<file path="src/rtl/div_iter_pkg.sv">
// Shared pipeline definitions used by the iterative divider:
// FSM state encoding, iteration count, divide-by-zero quotient and
// small two's-complement helpers.
package cpu_defs;

  typedef enum logic [1:0] {
    IDLE = 2'd0,
    BUSY = 2'd1,
    DONE = 2'd2
  } div_state_t;

  // One restoring step per quotient bit.
  localparam int DIV_STEPS = 32;

  // Width of the step counter; it must be able to hold DIV_STEPS-1.
  localparam int DIV_CNT_W = 5;

  // Quotient reported for a zero divisor; the remainder reports the dividend.
  localparam logic [31:0] DIV0_QUO = 32'hFFFF_FFFF;

  // Magnitude of a signed operand. Unsigned operands pass through untouched.
  // |0x80000000| stays 0x80000000, which is the correct unsigned magnitude.
  function automatic logic [31:0] abs_if(input logic [31:0] v, input logic is_signed);
    return (is_signed && v[31]) ? (~v + 32'd1) : v;
  endfunction

  // Conditional two's-complement negation for the final sign fix.
  function automatic logic [31:0] neg_if(input logic [31:0] v, input logic neg);
    return neg ? (~v + 32'd1) : v;
  endfunction

endpackage

</file>
<file path="src/rtl/div_iter_step.sv">
// One radix-2 restoring division step, purely combinational.
// {rem, quo} is shifted left by one, the divisor is trial-subtracted
// from the widened remainder, and the difference is kept only when no
// borrow occurs; the new quotient bit is the inverted borrow.
module div_step #(
  parameter int WIDTH = 32
) (
  input  logic [WIDTH-1:0] i_rem,
  input  logic [WIDTH-1:0] i_quo,
  input  logic [WIDTH-1:0] i_div,
  output logic [WIDTH-1:0] o_rem,
  output logic [WIDTH-1:0] o_quo
);

  // Shifted remainder needs one extra bit: with a divisor above 2^(WIDTH-1)
  // the partial remainder can reach bit WIDTH after the shift.
  logic [WIDTH:0] w_shift;
  logic [WIDTH:0] w_diff;
  logic           w_borrow;

  assign w_shift = {i_rem, i_quo[WIDTH-1]};

  // Trial subtraction; the extra top bit of the result is the borrow-out.
  assign {w_borrow, w_diff} = {1'b0, w_shift} - {2'b00, i_div};

  // Restore on borrow, otherwise commit the difference. Since the partial
  // remainder is always below the divisor, the committed value fits WIDTH bits.
  assign o_rem = w_borrow ? w_shift[WIDTH-1:0] : w_diff[WIDTH-1:0];
  assign o_quo = {i_quo[WIDTH-2:0], ~w_borrow};

endmodule

</file>
<file path="src/rtl/div_iter.sv">
// Iterative 32-bit restoring divider for the EX stage (DIV/DIVU).
// IDLE accepts a request, BUSY runs 32 single-bit steps, DONE presents
// the sign-corrected quotient (lo_o) and remainder (hi_o) until the
// pipeline is free to move on. annul aborts, hold parks the result.
module div_iter
  import cpu_defs::*;
#(
  parameter int WIDTH = 32
) (
  input  logic             clk,
  input  logic             rst,
  input  logic             startE,
  input  logic             signedE,
  input  logic [WIDTH-1:0] aE,
  input  logic [WIDTH-1:0] bE,
  input  logic             annul,
  input  logic             hold,
  output logic             stall_divE,
  output logic             ready,
  output logic [WIDTH-1:0] hi_o,
  output logic [WIDTH-1:0] lo_o
);

  div_state_t           r_state;
  div_state_t           w_state_next;
  logic [DIV_CNT_W-1:0] r_cnt;
  logic [WIDTH-1:0]     r_rem;
  logic [WIDTH-1:0]     r_quo;
  logic [WIDTH-1:0]     r_div;
  logic                 r_qneg;
  logic                 r_rneg;
  logic [WIDTH-1:0]     r_hi;
  logic [WIDTH-1:0]     r_lo;

  logic [WIDTH-1:0]     w_step_rem;
  logic [WIDTH-1:0]     w_step_quo;
  logic                 w_b_zero;
  logic                 w_last;
  logic                 w_stall;

  assign w_b_zero = (bE == '0);
  assign w_last   = (r_state == BUSY) && (r_cnt == DIV_CNT_W'(DIV_STEPS - 1));

  // The restoring step works on magnitudes; signs are applied only at the end.
  div_step #(
    .WIDTH (WIDTH)
  ) u_step (
    .i_rem (r_rem),
    .i_quo (r_quo),
    .i_div (r_div),
    .o_rem (w_step_rem),
    .o_quo (w_step_quo)
  );

  // State register; reset wins over everything else.
  always_ff @(posedge clk) begin
    if (rst) begin
      r_state <= IDLE;
    end else begin
      r_state <= w_state_next;
    end
  end

  // Next-state and stall decode. annul beats hold and startE in every state.
  always_comb begin
    w_state_next = r_state;
    w_stall      = 1'b0;
    case (r_state)
      IDLE: begin
        if (startE && !annul) begin
          w_stall      = 1'b1;
          w_state_next = w_b_zero ? DONE : BUSY;
        end
      end
      BUSY: begin
        w_stall = !annul;
        if (annul) begin
          w_state_next = IDLE;
        end else if (w_last) begin
          w_state_next = DONE;
        end
      end
      DONE: begin
        if (annul || !hold) begin
          w_state_next = IDLE;
        end
      end
      default: begin
        w_state_next = IDLE;
      end
    endcase
  end

  // Datapath: operand capture, per-cycle step, and result registration.
  // An annulled cycle leaves every datapath register, including hi/lo, alone.
  always_ff @(posedge clk) begin
    if (rst) begin
      r_cnt  <= '0;
      r_rem  <= '0;
      r_quo  <= '0;
      r_div  <= '0;
      r_qneg <= 1'b0;
      r_rneg <= 1'b0;
      r_hi   <= '0;
      r_lo   <= '0;
    end else if (!annul) begin
      case (r_state)
        IDLE: begin
          if (startE) begin
            if (w_b_zero) begin
              // Zero divisor: no iteration, fixed quotient, dividend as remainder.
              r_lo <= DIV0_QUO;
              r_hi <= aE;
            end else begin
              // Dividend magnitude enters the low half of {rem, quo}.
              r_quo  <= abs_if(aE, signedE);
              r_div  <= abs_if(bE, signedE);
              r_rem  <= '0;
              r_cnt  <= '0;
              r_qneg <= signedE & (aE[WIDTH-1] ^ bE[WIDTH-1]);
              r_rneg <= signedE & aE[WIDTH-1];
            end
          end
        end
        BUSY: begin
          r_rem <= w_step_rem;
          r_quo <= w_step_quo;
          r_cnt <= r_cnt + DIV_CNT_W'(1);
          if (w_last) begin
            // Final step and sign fix land in the same edge as entry to DONE.
            // 0x80000000 / -1 wraps back to 0x80000000 with no trap.
            r_lo <= neg_if(w_step_quo, r_qneg);
            r_hi <= neg_if(w_step_rem, r_rneg);
          end
        end
        default: begin
        end
      endcase
    end
  end

  assign stall_divE = w_stall;
  assign ready      = (r_state == DONE);
  assign hi_o       = r_hi;
  assign lo_o       = r_lo;

endmodule

</file>
<file path="config.mk">
export PLATFORM = sky130hd
export DESIGN_NAME = div_iter
export DESIGN_NICKNAME = d
export VERILOG_FILES = /design/src/rtl/div_iter_pkg.sv /design/src/rtl/div_iter_step.sv /design/src/rtl/div_iter.sv
export SDC_FILE = /design/constraint.sdc
export NUM_CORES = 1
export LEC_CHECK = 0
export ABC_AREA = 1
export BUFFER_PORTS_ARGS = -buffer_cell sky130_fd_sc_hd__buf_2
export CORE_ASPECT_RATIO = 1.75
export CORE_MARGIN = 4
export CORE_UTILIZATION = 31
export CTS_BUF_LIST = sky130_fd_sc_hd__clkbuf_16
export CTS_CLUSTER_DIAMETER = 40
export CTS_CLUSTER_SIZE = 40
export DETAILED_ROUTE_END_ITERATION = 12
export SYNTH_ARGS = -nofsm -noshare
export SYNTH_HDL_FRONTEND = slang
export SYNTH_SLANG_ARGS = --single-unit
</file>
<file path="constraint.sdc">
create_clock -name clk -period 5.1 [get_ports clk]
set_input_delay 1.53 -clock clk [delete_from_list [all_inputs] [get_ports clk]]
set_output_delay 1.53 -clock clk [all_outputs]
set_load 0.02 [all_outputs]
</file>
-- Word level (Yosys, flattened, before mapping)
Cells that the tools add are included.
- register bits after elaboration: 169
- output and inout port bits: 66
- reductions and logical operators: 14
- multiplexer cells: 30
- $add $sub $neg: 6
- equal/unequal tests: 10
- bitwise logic cells: 10
- operator list (cell ; count):
    $mux 32 ; 15
    $pmux 32 s2 ; 4
    $add 32x1->32 const B ; 4
    $not 32->32 ; 4
    $sub 33x32->34 ; 1
    $logic_not 32->1 ; 1
    $mux 2 ; 5
    $mux 5 ; 2
    $ne 2x2->1 const B ; 5
    $pmux 5 s2 ; 1
    $reduce_and 4->1 ; 2
    $pmux 2 s3 ; 1
    $add 5x1->5 const B ; 1
    $eq 5x5->1 const B ; 1
    $reduce_and 5->1 ; 1
    $logic_and 1x1->1 ; 4
    $ne 3x3->1 const B ; 1
    $not 1->1 ; 3
    $reduce_and 3->1 ; 1
    $and 1x1->1 ; 2
    $eq 2x1->1 const B ; 1
    $eq 2x2->1 const B ; 1
    $logic_not 1->1 ; 2
    $logic_not 2->1 ; 1
    other kinds (6) ; 6

-- Longest topological paths before layout
Gate-level depths: netlist of run 1.
- depth in word-level cells: 7
- depth in mapped cells: 29
- gate-level depth less buffers: 28

-- Cells and area by module
A second synthesis of run 1 with hierarchy kept.
- cell total of the unflattened synthesis: 2478
- area, all modules: 14026.0 µm²
- by module, submodules not included (module ; times used ; cells each ; area each (µm²) ; seq. area each (µm²)):
    div_iter ; 1 ; 1808 ; 10667.7 ; 3383.2
    div_step ; 1 ; 670 ; 3358.2 ; 0.0

-- Worst setup path before layout of run 1
OpenSTA, ideal clock, no wires.
- path type: input to register
- start: input port aE[0]
- end: register r_quo[28]
- slack: 1.424 ns
- data required time: 4.972 ns
- cell stages on the path: 14
- path buffers: 0
- arrival: 3.548 ns
- cell sequence: inv_1 -> ha_1 -> inv_1 -> nor3_1 -> nand4_1 -> nor3_1 -> nand4_1 -> nand3b_1 -> o21ai_0 -> o21ai_0 -> o21ai_0 -> a21oi_1 -> a21oi_1 -> a21oi_1
- word-level cells in the longest chain between the ends: 6
- RTL lines (element ; RTL line ; source):
    start: declaration ; div_iter.sv:14 ; input logic [WIDTH-1:0] aE,
    $not 32->32 ; div_iter_pkg.sv:24 ; return (is_signed && v[31]) ? (~v + 32'd1) : v;
    $add 32x1->32 ; div_iter_pkg.sv:24 ;
    $mux 32 ; div_iter_pkg.sv:24 ;
    $mux 32 ; div_iter.sv:110 ; if (w_b_zero) begin
    $mux 32 ; div_iter.sv:109 ; if (startE) begin
    $pmux 32 s2 ; div_iter.sv:107 ; case (r_state)
    end signal: assignment ; div_iter.sv:116 ; r_quo <= abs_if(aE, signedE);
    end signal: assignment ; div_iter.sv:127 ; r_quo <= w_step_quo;
    end: declaration ; div_iter.sv:28 ; logic [WIDTH-1:0] r_quo;
No other way between the ends. The select of a mux whose other input is x is not followed.
A chain may end at the register's enable or synchronous reset.

-- Final worst setup path of run 1
- start: register r_rem[7]
- end: register r_lo[30] (netlist: lo_o[30])
- word-level cells in the longest chain between the ends: 7
- RTL lines (element ; RTL line ; source):
    start: declaration ; div_iter.sv:27 ; logic [WIDTH-1:0] r_rem;
    start signal: assignment ; div_iter.sv:126 ; r_rem <= w_step_rem;
    $sub 33x32->34 ; div_iter_step.sv:24 ; assign {w_borrow, w_diff} = {1'b0, w_shift} - {2'b00, i_div};
    $not 1->1 ; div_iter_step.sv:29 ; assign o_quo = {i_quo[WIDTH-2:0], ~w_borrow};
    $not 32->32 ; div_iter_pkg.sv:29 ; return neg ? (~v + 32'd1) : v;
    $add 32x1->32 ; div_iter_pkg.sv:29 ;
    $mux 32 ; div_iter_pkg.sv:29 ;
    $mux 32 ; div_iter.sv:129 ; if (w_last) begin
    $pmux 32 s2 ; div_iter.sv:107 ;
    end signal: assignment ; div_iter.sv:132 ; r_lo <= neg_if(w_step_quo, r_qneg);
    end: declaration ; div_iter.sv:33 ; logic [WIDTH-1:0] r_lo;
No other way between the ends. The select of a mux whose other input is x is not followed.

==> results.yml, run 1 <==
place:
  port_buffers: 135
  globalplace.congestion: 0.9384
  place_area_um2: 13800
  dpl.hpwl_um: 37840
clock_tree:
  postCtsSetupBuffers: 0
  clock_path_buffers: 2
  clk_latency_ps: 450
  tritoncts: "built"
  cts_buffers: 17
  root_buffer: "clkbuf_16"
  cts_num_sinks: 169
  clk_pin_slew_worst_paths_ps: 70
  htreeDepth: 4
  cts_resized: 0
  ctsHoldBuffers: 0
worst_setup_path:
  crit_type: "flip-flop to flip-flop"
  required_ps: 5490
  cp-start-kind: "flip-flop"
  critical_path_peak_fanout: 17
  cp_data_arrival_time_ps: 4890
  r2r_cells: 27
  crit_path_end_kind: "flip-flop"
final_layout:
  drive_gt1_share_pct: 12.65
  synthToLayoutAreaGrowth_pct: 13.97
  layout_commonest_cell: "nand2_1"
  final_area_um2: 14420
  nFillCells: 4463
  fin_util_pct: 35.89
  nNetsFinal: 2246
  mostFrequentLayoutCells: "nand2_1 (529), inv_1 (250), a21oi_1 (193)"
routing:
  dr_total_vias: 13756
  vias_per_cell: 5.102
  wirelength_um: 47320
  drt_iter0_drc: 826
  ant_nets: 0
  drc: 0
  wl_per_cell_um: 17.55
  dr.pass1.iters: 5
sta:
  worstMarginPinSlew_ps: 1108
  setup_violations: 0
  rsz0062_at_grt: "false"
  drv_slew: 0
  fmax_mhz: 222.5
  fin_hold_ws_ps: 460.1
  finalHoldViolCount: 0
  finalSetupTns_ps: 0
  clock_skew_ps: 15.62
  period_share_pct: 88.11
  max_slew_margin_pct: 26.00
  finalCriticalPeriod_ps: 4493
synth:
  avgSynthCellArea_um2: 6.162
  synth_warnings: 0
  synth-seq-cells: 169
  synth_edf_count: 0
  synth.cell_area_um2: 12650
  synth_nets: 2162
  async_flop_share_pct: 0
  yosysUniqueCellTypes: 61
  syn_inst: 2053
  seq_area_frac_synth_pct: 26.74
  synth_flop_cell: "dfxtp_1"
floorplan:
  start_util_pct: 31.49
  core_region_area_um2: 40170
  pin_count: 136
  floorplan.rows: 97
  die_x_um: 160.7
  die_y_um: 275.2
  dieArea_um2: 44230
global_routing:
  grt_pass1_wl_um: 72490
  grtUsageTotal_pct: 20.90
  grt.overflow.total: 0
  antenna_found_initial: 1
  grt_pass1_vias: 13501
  grt_max_degree: 92
pwr:
  cellPowerDensity_nw_per_um2: 268.1
  finalPower_mw: 3.865
  p_leak_nw: 6.748
  ir_worst_vdd_uv: 166.5
outcome:
  status: "finished clean"
worst_hold_path:
  hp-class: "flip-flop to flip-flop"
  min_path_cells: 2
job:
  max-cap-violations: 0
-- logic make-up (layout without fill, tap and decap cells) --
logic type,count (synthesis),in the layout,synth area share [%]
simple gates,998,998,34.61
compound gates,428,428,19.27
flops,169,169,26.74
fa+ha+maj,39,39,3.917
other cells,0,2,0
xor+xnor,67,67,4.638
buf+inv,352,449,10.83
-- registers in the layout (all words and copies together), names as in the netlist --
register and cells:
r_rneg 1, r_quo 32, lo_o 32, r_qneg 1, hi_o 32, r_state 2, r_div 32, r_cnt 5
r_rem 32
-- layout make-up --
cell class                 instances  area, µm²  area share [%]
inverter                         262      985.9           6.838
multi-input combinational       1532       7920           54.93
tap                              544      680.7           4.721
antenna                            2      5.005         0.03471
sequential                       169       3383           23.47
clock inverter                    15      188.9           1.310
timing repair buffer             155      828.3           5.745
clock buffer                      17      425.4           2.951
-- worst paths after layout --
check | slack (ps) | endpoint | startpoint
worst max-delay path | 610 | lo_o[30] | r_rem[7]
worst min-delay path | 460 | r_div[26] | r_div[26]
worst max register to register | 610 | lo_o[30] | r_rem[7]
worst min register to register | 460 | r_div[26] | r_div[26]
-- cells in the mapped netlist (6+ instances only) --
master	number	area (µm²)
o21ai_0	108	540.5
inv_2	9	33.78
dfxtp_1	169	3383
a21oi_1	193	965.9
nand2_1	529	1986
nor4_1	14	87.58
ha_1	38	475.5
nand3_1	131	655.6
xnor2_1	19	166.4
nand3b_1	8	60.06
nand2_2	23	143.9
o211ai_1	12	90.09
inv_1	251	942.2
nor3_1	31	155.2
xor2_1	48	420.4
o31ai_1	12	90.09
o221ai_1	12	105.1
o22ai_1	6	37.54
clkbuf_1	71	266.5
o21ai_1	15	75.07
nand4_1	29	181.4
buf_1	9	33.78
nor2_1	191	716.9
a31oi_1	27	168.9
nor2_2	12	75.07
a211oi_1	13	97.59
-- metal layers --
layer	GRT usage [%]	vias up	share of wire [%]	routed length, µm
met4	19.05	0	10	4815
li1	-	6910	-	-
met1	20.06	6335	35	16560
met3	2.077	147	3.2	1498
met2	38.95	364	52	24450
met5	0	-	0	0
-- stage by stage --
step                std cells  setup WS, ps
finish                   2696         606.5
global route             2695         81.65
CTS                      2694         631.2
detailed placement       2662         569.4
global placement         2662         569.1
floorplan                2053          1424
-- worst max-delay path, cell delays in order, from the launching register on --
cell and delay, ps:
dfxtp_1 360, ha_1 380, nand2_2 150, inv_2 50
nand2_1 60, nand2_1 70, clkinv_1 60, nand3_2 120
nand2_2 100, nand2_2 70, nand2_4 170, nand2_8 160
inv_4 100, ha_1 170, nand3_1 150, nor2_1 170
nand3_1 130, nor3_1 320, nand2_1 140, nor3_2 250
nand2_1 90, nand2_1 100, o21ai_1 130, a21oi_1 240
o21ai_1 120, xor2_1 320, o221ai_1 160, inv_1 70
-- power by group --
group	switching [mW]	internal [mW]	total [mW]	leakage, nW
Sequential	0.0551	1.39	1.44	1.38
Combinational	0.723	0.310	1.03	5.07
Clock	0.608	0.781	1.39	0.299
No activity file was read; power rests on OpenSTA's default activity.
==> run 2: changes to the inputs <==
==> constraint.sdc (replaced) <==
create_clock -name clk -period 5.5 [get_ports clk]
set_input_delay 1.65 -clock clk [delete_from_list [all_inputs] [get_ports clk]]
set_output_delay 1.65 -clock clk [all_outputs]
set_load 0.02 [all_outputs]
==> run 2 against run 1 <==
  * Combinational power fell by 7%
  * Sequential share of layout area rose by 0.11 points
  * Cell count fell by 0.19%
  * Register-to-register slack improved by 500 ps
  * Flip-flop and latch count did not move
  * Worst hold slack improved by 0.90 ps
  * Wire length rose by 0.31%
  * Critical endpoint is now r_div[26]
==> results.yml, run 2 (same netlist as run 1, synthesis figures left out) <==
clock_tree:
  cts_resized: 0
  tritoncts: "built"
  clk_latency_ps: 460
  clock_path_buffers: 2
  cts_num_sinks: 169
  clk_pin_slew_worst_paths_ps: 70
  htreeDepth: 4
  ctsHoldBuffers: 0
  postCtsSetupBuffers: 0
  cts_buffers: 17
  root_buffer: "clkbuf_16"
global_routing:
  antenna_found_initial: 1
  grt_max_degree: 93
  top_usage_layer: "met2"
  grt_pass1_vias: 13373
  grt_pass1_wl_um: 72750
  grt_util_met3_pct: 2.376
  grtUsageTotal_pct: 21.03
  use_met2_pct: 39.69
  grt.overflow.total: 0
  grt.met1_usage_pct: 20.12
worst_setup_path:
  cpMaxStageDelayCell: "inv_1"
  r2r_cells: 22
  worstReg2RegEnd: "hi_o[16]"
  crit_type: "primary input to flip-flop"
  r2r_start: "r_div[17]"
  required_ps: 5880
  path_common_cell: "inv_1"
  slowest_delay_ps: 630
  path_cells: "buf_2 -> inv_1 -> ha_1 -> nor3b_2 -> nand3_1 -> nor2_1 -> nand4_1 -> inv_1 -> nand2_1 -> nand3_2 -> nor2_2 -> buf_4 -> inv_1 -> o21ai_0 -> a21oi_1"
  crit_end: "r_div[26]"
  crit_path_end_kind: "flip-flop"
  startpoint: "bE[0]"
  critical_path_peak_fanout: 50
  cp-start-kind: "primary input"
  regToRegSetupSlack_ps: 1110
  cp_data_arrival_time_ps: 4800
place:
  place_area_um2: 13770
  pre_cts_ws_ps: 574.6
  dpl.hpwl_um: 37680
  globalplace.congestion: 0.9551
  port_buffers: 135
floorplan:
  core_region_area_um2: 40170
  die_y_um: 275.2
  floorplan.rows: 97
  pin_count: 136
  start_util_pct: 31.49
  dieArea_um2: 44230
  die_x_um: 160.7
sta:
  setup_violations: 0
  max_slew_margin_pct: 14.83
  drv_slew: 0
  worstMarginPinSlew_ps: 1278
  finalSetupTns_ps: 0
  period_share_pct: 80.47
  clock_skew_ps: 8.848
  rsz0062_at_grt: "false"
  finalHoldViolCount: 0
  finalCriticalPeriod_ps: 4426
  setup_slack_ps: 1074
  fmax_mhz: 226.0
routing:
  wl_per_cell_um: 17.64
  ant_nets: 0
  dr_total_vias: 13697
  drt_iter0_drc: 812
  drc: 0
  wirelength_um: 47470
  dr.pass1.iters: 5
  vias_per_cell: 5.090
final_layout:
  synthToLayoutAreaGrowth_pct: 13.44
  layout_commonest_cell: "nand2_1"
  final_area_um2: 14350
  multiInputGateArea_um2: 7920
  mostFrequentLayoutCells: "nand2_1 (529), inv_1 (250), a21oi_1 (193)"
  nFillCells: 4392
  drive_gt1_share_pct: 12.49
  layout.area.seq_um2: 3383
  nNetsFinal: 2242
worst_hold_path:
  hp-class: "flip-flop to flip-flop"
pwr:
  ir_worst_vdd_uv: 202.3
  p_leak_nw: 6.713
  cellPowerDensity_nw_per_um2: 245.7
outcome:
  status: "finished clean"
job:
  max-cap-violations: 0
## run 2: cell count changes in the layout (fill, tap and decap cells not counted)
cell and change:
diode_2 -1, clkinvlp_4 +1, inv_8 +4, buf_4 -4, clkinv_4 -3, bufinv_16 -2
## run 2: worst min path at each step
| stage | from | endpoint | slack [ps] | depth (start not counted) |
|---|---|---|---|---|
| after detailed placement | lo_o[17] | lo_o[17] | 450 | 2 |
| after CTS | lo_o[17] | lo_o[17] | 470 | 2 |
| after global routing | hi_o[9] | hi_o[9] | 480 | 2 |
| after global placement | r_div[26] | r_div[26] | 450 | 2 |
| after floorplan | r_div[13] | r_div[13] | 430 | 2 |
| final | lo_o[29] | lo_o[29] | 460 | 2 |
## run 2: critical path, delay by kind of cell
kind	cells	cell delay (ps)
buffers and inverters	5	1250
AOI/OAI and AO/OA	2	810
and+or+nand+nor	7	900
adders and majority gates	1	170
## run 2: area by class of cell
type	instances	area share, %
Antenna cell	1	0.01744
Clock buffer	17	2.964
Clock inverter	15	1.081
Inverter	262	6.870
Multi-Input combinational cell	1532	55.19
Sequential cell	169	23.57
Tap cell	544	4.743
Timing Repair Buffer	151	5.562
## run 2: stage by stage
| step | util, % | power [mW] | hold slack, ps | std cells |
|---|---|---|---|---|
| CTS | 35.72 | 3.545 | 465.2 | 2690 |
| finish | 35.72 | 3.527 | 461.0 | 2691 |
| global route | 35.72 | 3.703 | 480.8 | 2691 |
| detailed placement | 34.27 | 2.312 | 453.4 | 2658 |
| global placement | 34.27 | 2.304 | 448.4 | 2658 |
| floorplan | - | 2.005 | 430.1 | 2053 |
## run 2: power breakdown
group / leakage, nW / switching [mW] / internal, mW
Sequential: 1.38 / 0.0429 / 1.29
Combinational: 5.05 / 0.674 / 0.287
Clock: 0.283 / 0.593 / 0.643
## run 2: metal layers
layer | share of wire (%) | up-vias | wire length [µm]
met5 | 0 | - | 0
met2 | 52 | 395 | 24690
met3 | 3.8 | 152 | 1799
li1 | - | 6897 | -
met4 | 9.7 | 0 | 4604
met1 | 35 | 6253 | 16380
==> run 3: changes to the inputs <==
==> constraint.sdc (replaced) <==
create_clock -name clk -period 3.5 [get_ports clk]
set_input_delay 1.05 -clock clk [delete_from_list [all_inputs] [get_ports clk]]
set_output_delay 1.05 -clock clk [all_outputs]
set_load 0.02 [all_outputs]
==> run 3 against run 2 <==
  * Clock power grew 59%
  * First-iteration DRC count shrank 3.6%
  * Register-to-register slack lost 1000 ps
  * Critical path type is now flip-flop to flip-flop
  * Largest cell class unchanged
==> results.yml, run 3 (same netlist as run 1, synthesis figures left out) <==
routing:
  dr.pass1.iters: 5
  highest_layer: "met4"
  drt_iter0_drc: 783
  wl_per_cell_um: 17.64
  wirelength_um: 51390
  vias_per_cell: 5.049
  ant_nets: 0
  wl_met2_um: 27230
  wl_met3_um: 1755
  drc: 0
  dr_total_vias: 14708
  wl_met1_um: 17410
sta:
  max_slew_margin_pct: 36.55
  worstMarginPinSlew_ps: 951.8
  setup_violations: 0
  finalCriticalPeriod_ps: 3431
  fmax_mhz: 291.5
  period_share_pct: 98.02
  setup_slack_ps: 69.42
  finalHoldViolCount: 0
  rsz0062_at_grt: "true"
  fin_hold_ws_ps: 460.0
  clock_skew_ps: 16.41
  drv_slew: 0
worst_setup_path:
  slowest_delay_ps: 330
  critical_path_peak_fanout: 16
  crit_type: "flip-flop to flip-flop"
  cp_data_arrival_time_ps: 3750
  cpMaxStageDelayCell: "dfxtp_1"
  required_ps: 3810
  cp-start-kind: "flip-flop"
  path_common_cell: "nand2_1"
  crit_path_end_kind: "flip-flop"
  path_cells: "inv_2 -> ha_1 -> inv_1 -> nor3_2 -> nand2_1 -> buf_4 -> nor2_2 -> nand2_4 -> nand2_8 -> inv_8 -> buf_4 -> nand2_1 -> nand2_1 -> nor2_1 -> nand2_1 -> nor2_1 -> nand3_1 -> nand2_1 -> nand2_1 -> nand2_1 -> nand3_1 -> nand2_1 -> a21oi_1"
place:
  port_buffers: 135
  pre_cts_ws_ps: -428.7
  globalplace.congestion: 0.9239
  dpl.hpwl_um: 41200
  place_area_um2: 15430
floorplan:
  core_region_area_um2: 40170
  die_x_um: 160.7
  pin_count: 136
  floorplan.rows: 97
  start_util_pct: 31.49
  die_y_um: 275.2
  dieArea_um2: 44230
global_routing:
  grt_pass1_vias: 14546
  grt_max_degree: 92
  grtUsageTotal_pct: 22.56
  antenna_found_initial: 1
  grt_pass1_wl_um: 78110
  grt.overflow.total: 0
final_layout:
  drive_gt1_share_pct: 24.87
  multiInputGateArea_um2: 8361
  mostFrequentLayoutCells: "nand2_1 (515), inv_1 (242), buf_4 (233)"
  layout_commonest_cell: "nand2_1"
  final_area_um2: 16610
  synthToLayoutAreaGrowth_pct: 31.33
  nNetsFinal: 2465
  layout.area.seq_um2: 3410
  nFillCells: 4274
clock_tree:
  root_buffer: "clkbuf_16"
  clock_path_buffers: 2
  cts_buffers: 17
  clk_pin_slew_worst_paths_ps: 70
  cts_num_sinks: 169
  ctsHoldBuffers: 0
  clk_latency_ps: 460
  htreeDepth: 4
  tritoncts: "built"
pwr:
  p_clk_share_pct: 33.2
  power.internal_mw: 3.828
  seqPwrFrac_pct: 35.4
  cellPowerDensity_nw_per_um2: 356.7
  ir_worst_vdd_uv: 310.2
  switching_share_pct: 35.42
  net-switching-power_mw: 2.099
  p_leak_nw: 7.925
  p_comb_share_pct: 31.3
outcome:
  status: "finished clean"
job:
  max-cap-violations: 0
worst_hold_path:
  hp-class: "flip-flop to flip-flop"
## run 3: changes by cell type in the layout (fill, tap and decap cells not counted), sizes merged
cell and delta:
bufbuf +1, buf +221, inv -4, bufinv +2
clkbuf +1, clkinv +2, clkinvlp -1
## run 3: layer usage
layer  global-route usage [%]  vias up
li1                         -     7339
met1                    21.06     6792
met2                    43.54      419
met3                    2.555      158
met4                    18.56        0
met5                        0        -
## run 3: critical path: cells and delay by family (launching register included)
kind                       cells  cell delay (ps)
DFF                            1              330
adders and majority gates      1              320
buffers and inverters          5              550
AOI/OAI and AO/OA              1               60
and+or+nand+nor               16             2030
## run 3: worst paths after layout
check             startpoint       end  slack (ps)  depth (start not counted)
hold / removal      lo_o[29]  lo_o[29]         460                          2
hold reg to reg     lo_o[29]  lo_o[29]         460                          2
setup reg to reg   r_div[31]  hi_o[29]          70                         23
setup / recovery   r_div[31]  hi_o[29]          70                         23
## run 3: per-stage QoR
step	utilization [%]	power [mW]	TNS [ps]	cells
finish	41.36	5.927	0	2913
detailed placement	38.41	3.884	-7396	2872
global route	41.36	6.200	-793.7	2913
floorplan	-	3.152	0	2053
CTS	40.73	5.890	0	2906
global placement	38.41	3.868	-6529	2872
## run 3: layout make-up
type	count	share of cell area, %
Multi-Input combinational cell	1532	50.32
Sequential cell	169	20.52
Timing Repair Buffer	374	15.56
Tap cell	544	4.097
Clock inverter	14	0.9639
Clock buffer	17	2.560
Antenna cell	1	0.01506
Inverter	262	5.964
## run 3: power groups by stage
| stage | Clock (mW) | Sequential, mW | Combinational [mW] |
|---|---|---|---|
| after floorplan | 0 | 2.15 | 1.01 |
| after global placement | 0 | 2.14 | 1.73 |
| after detailed placement | 0 | 2.14 | 1.75 |
| after CTS | 2.00 | 2.10 | 1.80 |
| after global routing | 2.06 | 2.11 | 2.03 |
| final | 1.97 | 2.10 | 1.86 |
## run 3: repair_timing
item | in CTS | in global routing
buffers inserted | 2 | 5
gates cloned | 1 | 1
resized for setup | 55 | 61
pin swaps | 13 | 14
setup endpoints to repair | 30 | 30
